`src/rtl/cpu_pkg.sv`:
```
// ----------------------------------------------------------------------------
// cpu_pkg
// Shared definitions for the CPU data-memory path.
//   MEMC_BYTE / MEMC_HALF   : access-size encoding carried on the memc signal
//   WMEM_READ / WMEM_WRITE  : direction encoding carried on the wmem signal
//   dmem_state_e            : state set of the data-memory responder FSM
// ----------------------------------------------------------------------------
package cpu_pkg;

    localparam logic MEMC_BYTE  = 1'b0;
    localparam logic MEMC_HALF  = 1'b1;

    localparam logic WMEM_READ  = 1'b0;
    localparam logic WMEM_WRITE = 1'b1;

    typedef enum logic [1:0] {
        IDLE = 2'd0,
        LO   = 2'd1,
        HI   = 2'd2,
        RESP = 2'd3
    } dmem_state_e;

endpackage

```
`src/rtl/dmem_byte_ram.sv`:
```
// ----------------------------------------------------------------------------
// dmem_byte_ram
// Byte-wide single-port storage array. Reads are combinational, writes
// happen on the rising clock edge. The array has no reset; its contents
// survive a reset of the surrounding logic.
//
// Parameters
//   DEPTH : number of bytes (power of two, >= 2)
// Ports
//   clk   : clock
//   we    : write enable for this cycle
//   addr  : byte address
//   wdata : byte to store when we is high
//   rdata : byte currently held at addr
// ----------------------------------------------------------------------------
module dmem_byte_ram #(
    parameter int DEPTH = 256
) (
    input  logic                     clk,
    input  logic                     we,
    input  logic [$clog2(DEPTH)-1:0] addr,
    input  logic [7:0]               wdata,
    output logic [7:0]               rdata
);

    logic [7:0] mem [DEPTH];

    always_ff @(posedge clk) begin
        if (we) begin
            mem[addr] <= wdata;
        end
    end

    assign rdata = mem[addr];

endmodule

```
`src/rtl/dmem_responder.sv`:
```
// ----------------------------------------------------------------------------
// dmem_responder
// Data-memory responder: accepts one byte or halfword load/store request at a
// time over a valid/ready handshake, performs it one byte per cycle against a
// byte-wide RAM (low byte first, little-endian) and returns a single response
// held until the consumer takes it.
//
// Build option
//   DMEM_MISALIGN_EN : when defined, odd-address halfword accesses are
//                      performed (the high byte wraps modulo DEPTH); when
//                      undefined they are rejected with rsp_err and no write.
//
// Parameters
//   DEPTH     : byte capacity, power of two, 2..65536
// Ports
//   clk       : clock, rising edge
//   rst_n     : asynchronous active-low reset (memory contents are kept)
//   req_valid : request offered
//   req_ready : block is idle and will accept a request
//   req_addr  : byte address
//   wmem      : 0 = read, 1 = write
//   memc      : 0 = byte, 1 = halfword
//   wdata     : store data (byte uses [7:0], halfword low byte first)
//   rsp_valid : response pending
//   rsp_ready : consumer takes the response
//   rdata     : load result (byte loads sign-extended), 0 for writes/errors
//   rsp_err   : out-of-range address or disallowed misaligned halfword
// ----------------------------------------------------------------------------
module dmem_responder
    import cpu_pkg::*;
#(
    parameter int DEPTH = 256
) (
    input  logic        clk,
    input  logic        rst_n,
    input  logic        req_valid,
    output logic        req_ready,
    input  logic [15:0] req_addr,
    input  logic        wmem,
    input  logic        memc,
    input  logic [15:0] wdata,
    output logic        rsp_valid,
    input  logic        rsp_ready,
    output logic [15:0] rdata,
    output logic        rsp_err
);

    localparam int          AW        = $clog2(DEPTH);
    localparam logic [15:0] ADDR_MASK = 16'(DEPTH - 1);

    dmem_state_e   state;

    // Latched request fields; these are pure data and carry no reset.
    logic [AW-1:0] addr_q;
    logic          wmem_q;
    logic          memc_q;
    logic [15:0]   wdata_q;
    logic [7:0]    lo_byte;

    logic          accept;
    logic          range_err;
    logic          align_err;
    logic          req_err;

    logic [AW-1:0] ram_addr;
    logic          ram_we;
    logic [7:0]    ram_wdata;
    logic [7:0]    ram_rdata;

    function automatic logic signed [15:0] sext_byte(input logic signed [7:0] b);
        logic signed [15:0] r;
        r = b;
        return r;
    endfunction

    // req_ready is a registered copy of (state == IDLE).
    assign accept    = req_valid && req_ready;

    // Any address bit at or above log2(DEPTH) puts the access out of range.
    assign range_err = |(req_addr & ~ADDR_MASK);

`ifdef DMEM_MISALIGN_EN
    assign align_err = 1'b0;
`else
    assign align_err = (memc == MEMC_HALF) && req_addr[0];
`endif

    assign req_err   = range_err || align_err;

    // HI addresses the following byte; the AW-bit add wraps DEPTH-1 to 0.
    assign ram_addr  = (state == HI) ? addr_q + AW'(1) : addr_q;
    assign ram_we    = (wmem_q == WMEM_WRITE) && ((state == LO) || (state == HI));
    assign ram_wdata = (state == HI) ? wdata_q[15:8] : wdata_q[7:0];

    dmem_byte_ram #(
        .DEPTH (DEPTH)
    ) u_ram (
        .clk   (clk),
        .we    (ram_we),
        .addr  (ram_addr),
        .wdata (ram_wdata),
        .rdata (ram_rdata)
    );

    // Request capture and low-byte holding register
    always_ff @(posedge clk) begin
        if (accept) begin
            addr_q  <= req_addr[AW-1:0];
            wmem_q  <= wmem;
            memc_q  <= memc;
            wdata_q <= wdata;
        end
        if (state == LO) begin
            lo_byte <= ram_rdata;
        end
    end

    // Control FSM with registered handshake and response outputs
    always_ff @(posedge clk or negedge rst_n) begin
        if (!rst_n) begin
            state     <= IDLE;
            req_ready <= 1'b1;
            rsp_valid <= 1'b0;
            rdata     <= '0;
            rsp_err   <= 1'b0;
        end else begin
            case (state)
                IDLE: begin
                    if (req_valid) begin
                        req_ready <= 1'b0;
                        if (req_err) begin
                            // Rejected requests never touch the array.
                            state     <= RESP;
                            rsp_valid <= 1'b1;
                            rsp_err   <= 1'b1;
                            rdata     <= '0;
                        end else begin
                            state <= LO;
                        end
                    end
                end
                LO: begin
                    if (memc_q == MEMC_HALF) begin
                        state <= HI;
                    end else begin
                        state     <= RESP;
                        rsp_valid <= 1'b1;
                        rsp_err   <= 1'b0;
                        rdata     <= (wmem_q == WMEM_WRITE) ? 16'd0 : 16'(sext_byte(ram_rdata));
                    end
                end
                HI: begin
                    state     <= RESP;
                    rsp_valid <= 1'b1;
                    rsp_err   <= 1'b0;
                    rdata     <= (wmem_q == WMEM_WRITE) ? 16'd0 : {ram_rdata, lo_byte};
                end
                RESP: begin
                    if (rsp_ready) begin
                        state     <= IDLE;
                        req_ready <= 1'b1;
                        rsp_valid <= 1'b0;
                        rsp_err   <= 1'b0;
                        rdata     <= '0;
                    end
                end
                default: begin
                    state <= IDLE;
                end
            endcase
        end
    end

endmodule

```
`config.mk`:
```
export PLATFORM = sky130hd
export DESIGN_NAME = dmem_responder
export DESIGN_NICKNAME = d
export VERILOG_FILES = /design/src/rtl/cpu_pkg.sv /design/src/rtl/dmem_byte_ram.sv /design/src/rtl/dmem_responder.sv
export SDC_FILE = /design/constraint.sdc
export NUM_CORES = 2
export LEC_CHECK = 0
export CORE_MARGIN = 2
export CORE_UTILIZATION = 43
export DETAILED_ROUTE_END_ITERATION = 7
export GPL_ROUTABILITY_DRIVEN = 0
export SETUP_SLACK_MARGIN = 0.15
export SYNTH_ARGS = -nofsm -noshare
export SYNTH_HDL_FRONTEND = slang
export SYNTH_HIERARCHICAL = 1
export SYNTH_SLANG_ARGS = --single-unit
```
`constraint.sdc`:
```
create_clock -name clk -period 8.3 [get_ports clk]
set_clock_uncertainty 0.1 [all_clocks]
set_input_delay 1.245 -clock clk [delete_from_list [all_inputs] [get_ports clk]]
set_output_delay 1.245 -clock clk [all_outputs]
set_load 0.01 [all_outputs]
```
Yosys cells after proc, flatten, opt, wreduce, memory -nomap -nowiden
Memory sizes are Yosys's and may differ from the RTL's.
Index checks and enable logic that the tools add are counted.
- add/sub/neg operators: 1
- equal/unequal tests: 7
- muxes and demuxes: 26
- reductions and logical operators: 11
- operator list (kind ; number):
    two-way mux 16 bit ; 6
    case mux 16 bit (4 select lines) ; 1
    two-way mux 8 bit ; 2
    two-way mux 1 bit ; 10
    adder 8 x 1 -> 8 bit, second input constant ; 1
    != test 2 bit, second input constant ; 4
    case mux 1 bit (4 select lines) ; 2
    case mux 2 bit (4 select lines) ; 1
    OR reduction 8 bit ; 1
    two-way mux 2 bit ; 3
    == test 2 bit, second input constant ; 2
    AND reduction 4 bit ; 1
    logical AND 1 bit ; 3
    AND reduction 3 bit ; 1
    == test 2 x 1 -> 1 bit, second input constant ; 1
    logical NOT 2 bit ; 1
    logical OR 1 bit ; 2
    case mux 1 bit (2 select lines) ; 1
    AND reduction 2 bit ; 1
    nonzero test 2 bit ; 1
- register bits after elaboration: 55
- RAM bits: 2048
- input bits: 38
- output and inout bits: 19
- word-level logic and storage cells: 56
- memories: 1
- memory list (memory ; words ; bits a word ; rd ports ; clocked after Yosys merged registers in ; write ports ; line ; RTL):
    u_ram.mem ; 256 ; 8 ; 1 ; 0 ; 1 ; dmem_byte_ram.sv:26 ; logic [7:0] mem [DEPTH];

Logic depth before layout (Yosys ltp)
An unclocked memory read counts as a cell.
- word-level depth: 6
- gate-level depth with buffers: 18
- depth with buffers taken out: 13

Modules after synthesis
Netlist, hierarchy kept.
- modules (own cells, without submodules) (module ; times used ; cells an instance ; area an instance (sq um) ; sequential area each (sq um)):
    dmem_byte_ram ; 1 ; 3539 ; 78332.6 ; 61499.0
    dmem_responder ; 1 ; 168 ; 2453.6 ; 1547.7

Least setup slack after synthesis
OpenSTA, ideal clock, no wires.
- path type: flip-flop to flip-flop
- from: register state[0]
- to: register rdata[10]
- library setup time: 0.125 ns
- arrival: 3.699 ns
- data required time: 8.075 ns
- path slack: 4.376 ns
- stages on the path, launching flop included: 17
- buffers on the path: 5
- clock period less this slack: 3.924 ns
- cell sequence: dfrtp_1 inv_1 ha_1 clkbuf_1 buf_2 xor2_1 buf_2 buf_2 buf_2 mux4_2 a22oi_1 a21oi_1 o41ai_1 nand4_1 nand2_1 a21oi_1 mux2_4
- word-level cells in the longest chain between the ends: 6
- elaborated cells on any way between the ends: 15
- classes of those cells: 7 x eq/ne; 5 x mux; 2 x reduce/logical; 1 x memory
- ends and longest elaborated chain (item ; line ; RTL):
    start, declared ; dmem_responder.sv:51 ; dmem_state_e state;
    start signal, assigned ; dmem_responder.sv:121 ; state <= IDLE;
    start signal, assigned ; dmem_responder.sv:133 ; state <= RESP;
    start signal, assigned ; dmem_responder.sv:138 ; state <= LO;
    == test 2 bit ; dmem_responder.sv:91 ; assign ram_addr = (state == HI) ? addr_q + AW'(1) : addr_q;
    two-way mux 8 bit ; dmem_responder.sv:91 ;
    via ram_addr[0] ; dmem_responder.sv:65 ; logic [AW-1:0] ram_addr;
    memory (256 x 8 bit) ; -- ;
    via ram_rdata[7] ; dmem_responder.sv:68 ; logic [7:0] ram_rdata;
    two-way mux 16 bit ; dmem_responder.sv:149 ; rdata <= (wmem_q == WMEM_WRITE) ? 16'd0 : 16'(sext_byte(ram_rdata));
    two-way mux 16 bit ; dmem_responder.sv:143 ; if (memc_q == MEMC_HALF) begin
    case mux 16 bit (4 select lines) ; dmem_responder.sv:127 ; case (state)
    end signal, assigned ; dmem_responder.sv:149 ;
    end signal, assigned ; dmem_responder.sv:156 ; rdata <= (wmem_q == WMEM_WRITE) ? 16'd0 : {ram_rdata, lo_byte};
    end, declared ; dmem_responder.sv:44 ; output logic [15:0] rdata,
The timed path passes the listed nets, and every way through them passes these cells. The select of a mux whose other input is x is not followed.
A chain may end at the register's enable or synchronous reset.

Worst setup path after layout
- from: register state[0]
- to: register rdata[0]
The elaborated chain is that of the path after synthesis.

==> flow_summary_export.csv <==
group,metric,value,unit
floorplan,io_pins,57,
logic_synthesis,synthTopCellsByArea,"edfxtp_1, mux4_2, a22oi_1, nor2_1, a21oi_1",
pwr,powerDensity,339,nW/µm²
clock_network,cts_resized,0,
worst_setup_path,worst_setup_path_start_kind,"flop",
logic_synthesis,synth_common_cells,"edfxtp_1, mux4_2, a22oi_1",
logic_synthesis,synthArstFlopShare,0.999,%
global_route,grt_pass1_wl,282000,µm
logic_synthesis,synth_top_area_share,77.4,%
logic_synthesis,synthFlopType,"edfxtp_1",
min_path,hp-class,"flop to flop",
logic_synthesis,ys_warn_count,6,
timing,maxSlewHeadroom,3.82,%
worst_setup_path,path_max_fanout,29,
global_route,antenna_found_initial,3,
finish,fillerInstances,15000,
global_route,overflow,0,
floorplan,dieArea,191000,µm²
route,drtAntennaViolNets,0,
worst_setup_path,arrival,7110,ps
timing,tightest_slew,1420,ps
clock_network,cts_hold_buf,0,
logic_synthesis,syn_area,80800,µm²
timing,setup_viol,0,
logic_synthesis,yosysMostFrequentCell,"edfxtp_1",
logic_synthesis,ys_ff_latch,2103,
clock_network,cts.root.buffer_cell,"clkbuf_16",
floorplan,die-height,437,µm
route,drc,0,
timing,timing.final.crit_share,78.0,%
clock_network,cts_tree,"yes",
timing,final_max_slew_viol_count,0,
placed_design,io_buffer_count,56,
logic_synthesis,synth_nets,3751,
finish,layout-drive-gt1-share,24.2,%
route,finalWirelength,196000,µm
clock_network,clk_pin_slew,60,ps
clock_network,post_cts_buffers,0,
logic_synthesis,synth_edf_count,2082,
timing,fmax,0.154,GHz
pwr,p_total,0.0310,W
timing,final.min_clock_period,6480,ps
finish,final_nets,3914,
floorplan,die_w,437,µm
route,vias_per_cell,5.93,
floorplan,coreArea,187000,µm²
timing,rsz0062_at_grt,"false",
logic_synthesis,seq_area_frac_synth,78.0,%
route,drtIter0Drc,4506,
clock_network,cts_sinks,2103,
logic_synthesis,avgSynthCellArea,21.8,µm²
timing,fin_setup_tns,0,ps
logic_synthesis,synth_cell_type_count,41,
pwr,leakage,27.8,nW
route,firstDrtPassIters,5,
clock_network,cts_buffers,207,
global_route,grt_usage,20.4,%
pwr,ir_drop,0.272,mV
finish,layout.cells.non_filler,6544,
clock_network,ctsHtreeMaxLevel,4,
placed_design,place_inst,6155,
route,vias,38800,
floorplan,initial_utilization,43.2,%
clock_network,clock_latency,840,ps
worst_setup_path,crit_required,8930,ps
global_route,grt_pass1_vias,39000,
floorplan,num_rows,159,
placed_design,dp_hpwl,116000,µm
worst_setup_path,worstSetupEndpointType,"flop",
global_route,grt_max_degree,119,
route,post_drt_wl_per_cell,29.9,µm
logic_synthesis,syn_inst,3707,
outcome,status,"finished clean",
worst_setup_path,worstSetupPathType,"flop to flop",
run,maxCapViolCount,0,
timing,hold_viol_final,0,
finish,syn2layout_area_growth,13.2,%
logic_synthesis,synth_top_area_cell,"edfxtp_1",
clock_network,ctsLongestPathBuffers,3,
-- kinds of logic (layout without fill, tap and decap cells) --
| group | count (synthesis) | after routing | synth area share [%] |
|---|---|---|---|
| other cells | 0 | 2 | 0 |
| buf+inv | 245 | 585 | 1.44 |
| mux | 539 | 539 | 14.7 |
| xor+xnor | 7 | 7 | 0.0759 |
| flops | 2103 | 2103 | 78.0 |
| fa+ha+maj | 6 | 6 | 0.0929 |
| compound gates | 437 | 437 | 3.70 |
| simple gates | 370 | 370 | 1.95 |
-- cells in the final DEF, fill, tap and decap left out, types with 6 or more instances in the layout --
master / n
nor2_1: 242
mux2_8: 9
a22oi_1: 263
mux2_2: 8
nand2_1: 43
clkinv_8: 7
clkinv_1: 57
edfxtp_1: 2082
bufinv_16: 18
clkinv_2: 38
o41ai_1: 30
nand4_1: 13
nand3_2: 7
dfrtp_1: 20
buf_4: 115
inv_1: 6
nand3_1: 6
nor3_1: 30
nand2b_1: 6
a21oi_1: 136
buf_12: 21
mux2_4: 9
clkbuf_1: 47
mux4_2: 512
clkbuf_16: 208
clkdlybuf4s50_1: 56
-- where the power goes --
group	total [W]	internal, W	switching, W	leakage, nW
clock	0.00915	0.00519	0.00396	3.24
combinational	0.00867	0.00343	0.00524	5.59
sequential	0.0131	0.0131	0.0000862	19.0
-- layer usage --
metal / up-vias / GRT usage, % / wire length [µm] / part of all wire [%]
met5: - / 0 / 0 / 0
met4: 0 / 5.46 / 4530 / 2.3
met3: 250 / 4.05 / 14600 / 7.5
met2: 1513 / 33.1 / 97100 / 50
met1: 21000 / 28.3 / 79500 / 41
li1: 16000 / - / - / -
-- state kept, by name, summed over array words and instances, names as in the netlist --
name and cells:
state 2, wmem_q 1, memc_q 1, req_ready 1, u_ram/mem 2048, wdata_q 16
rsp_valid 1, rdata 16, rsp_err 1, addr_q 8, lo_byte 8
-- final cells by class --
| cell class | instances | area [µm²] | area share (%) |
|---|---|---|---|
| multi-input cells | 1359 | 16800 | 18.4 |
| clock inverters | 129 | 1220 | 1.34 |
| well taps | 2495 | 3120 | 3.41 |
| clock buffers | 257 | 5410 | 5.91 |
| flip-flops and latches | 2103 | 63000 | 68.9 |
| repair buffers | 193 | 1850 | 2.02 |
| inverters | 6 | 22.5 | 0.0246 |
| diodes | 2 | 5.00 | 0.00547 |
-- path summary, 6_finish.rpt --
check | start | to | slack (ps) | depth (start not counted)
max | state[0] | rdata[0] | 1820 | 14
min | rsp_err | rsp_err | 430 | 1
max reg2reg | state[0] | rdata[0] | 1820 | 14
min reg2reg | rsp_err | rsp_err | 430 | 1
max in group asynchronous | rst_n | req_ready | 7150 | 2
min in group asynchronous | rst_n | rsp_valid | 660 | 2
-- stage by stage --
step	hold slack, ps	util [%]	setup WS [ps]	area (µm²)
after floorplan	450	-	4380	80800
after global placement	408	45.3	2110	84800
after detailed placement	408	45.3	2040	84800
after CTS	437	48.9	2020	91500
after global routing	447	48.9	1650	91500
final	431	48.9	1820	91500
-- critical path: stages (launching register included) --
cell	delay, ps
dfrtp_1	430
inv_1	130
ha_2	850
xor2_4	800
buf_12	260
buf_12	180
buf_4	370
mux4_2	550
a22oi_1	210
a21oi_1	170
o41ai_1	1270
nand4_1	360
a22oi_1	290
nor2_1	70
mux2_2	280
(Power assumes the default switching activity.)
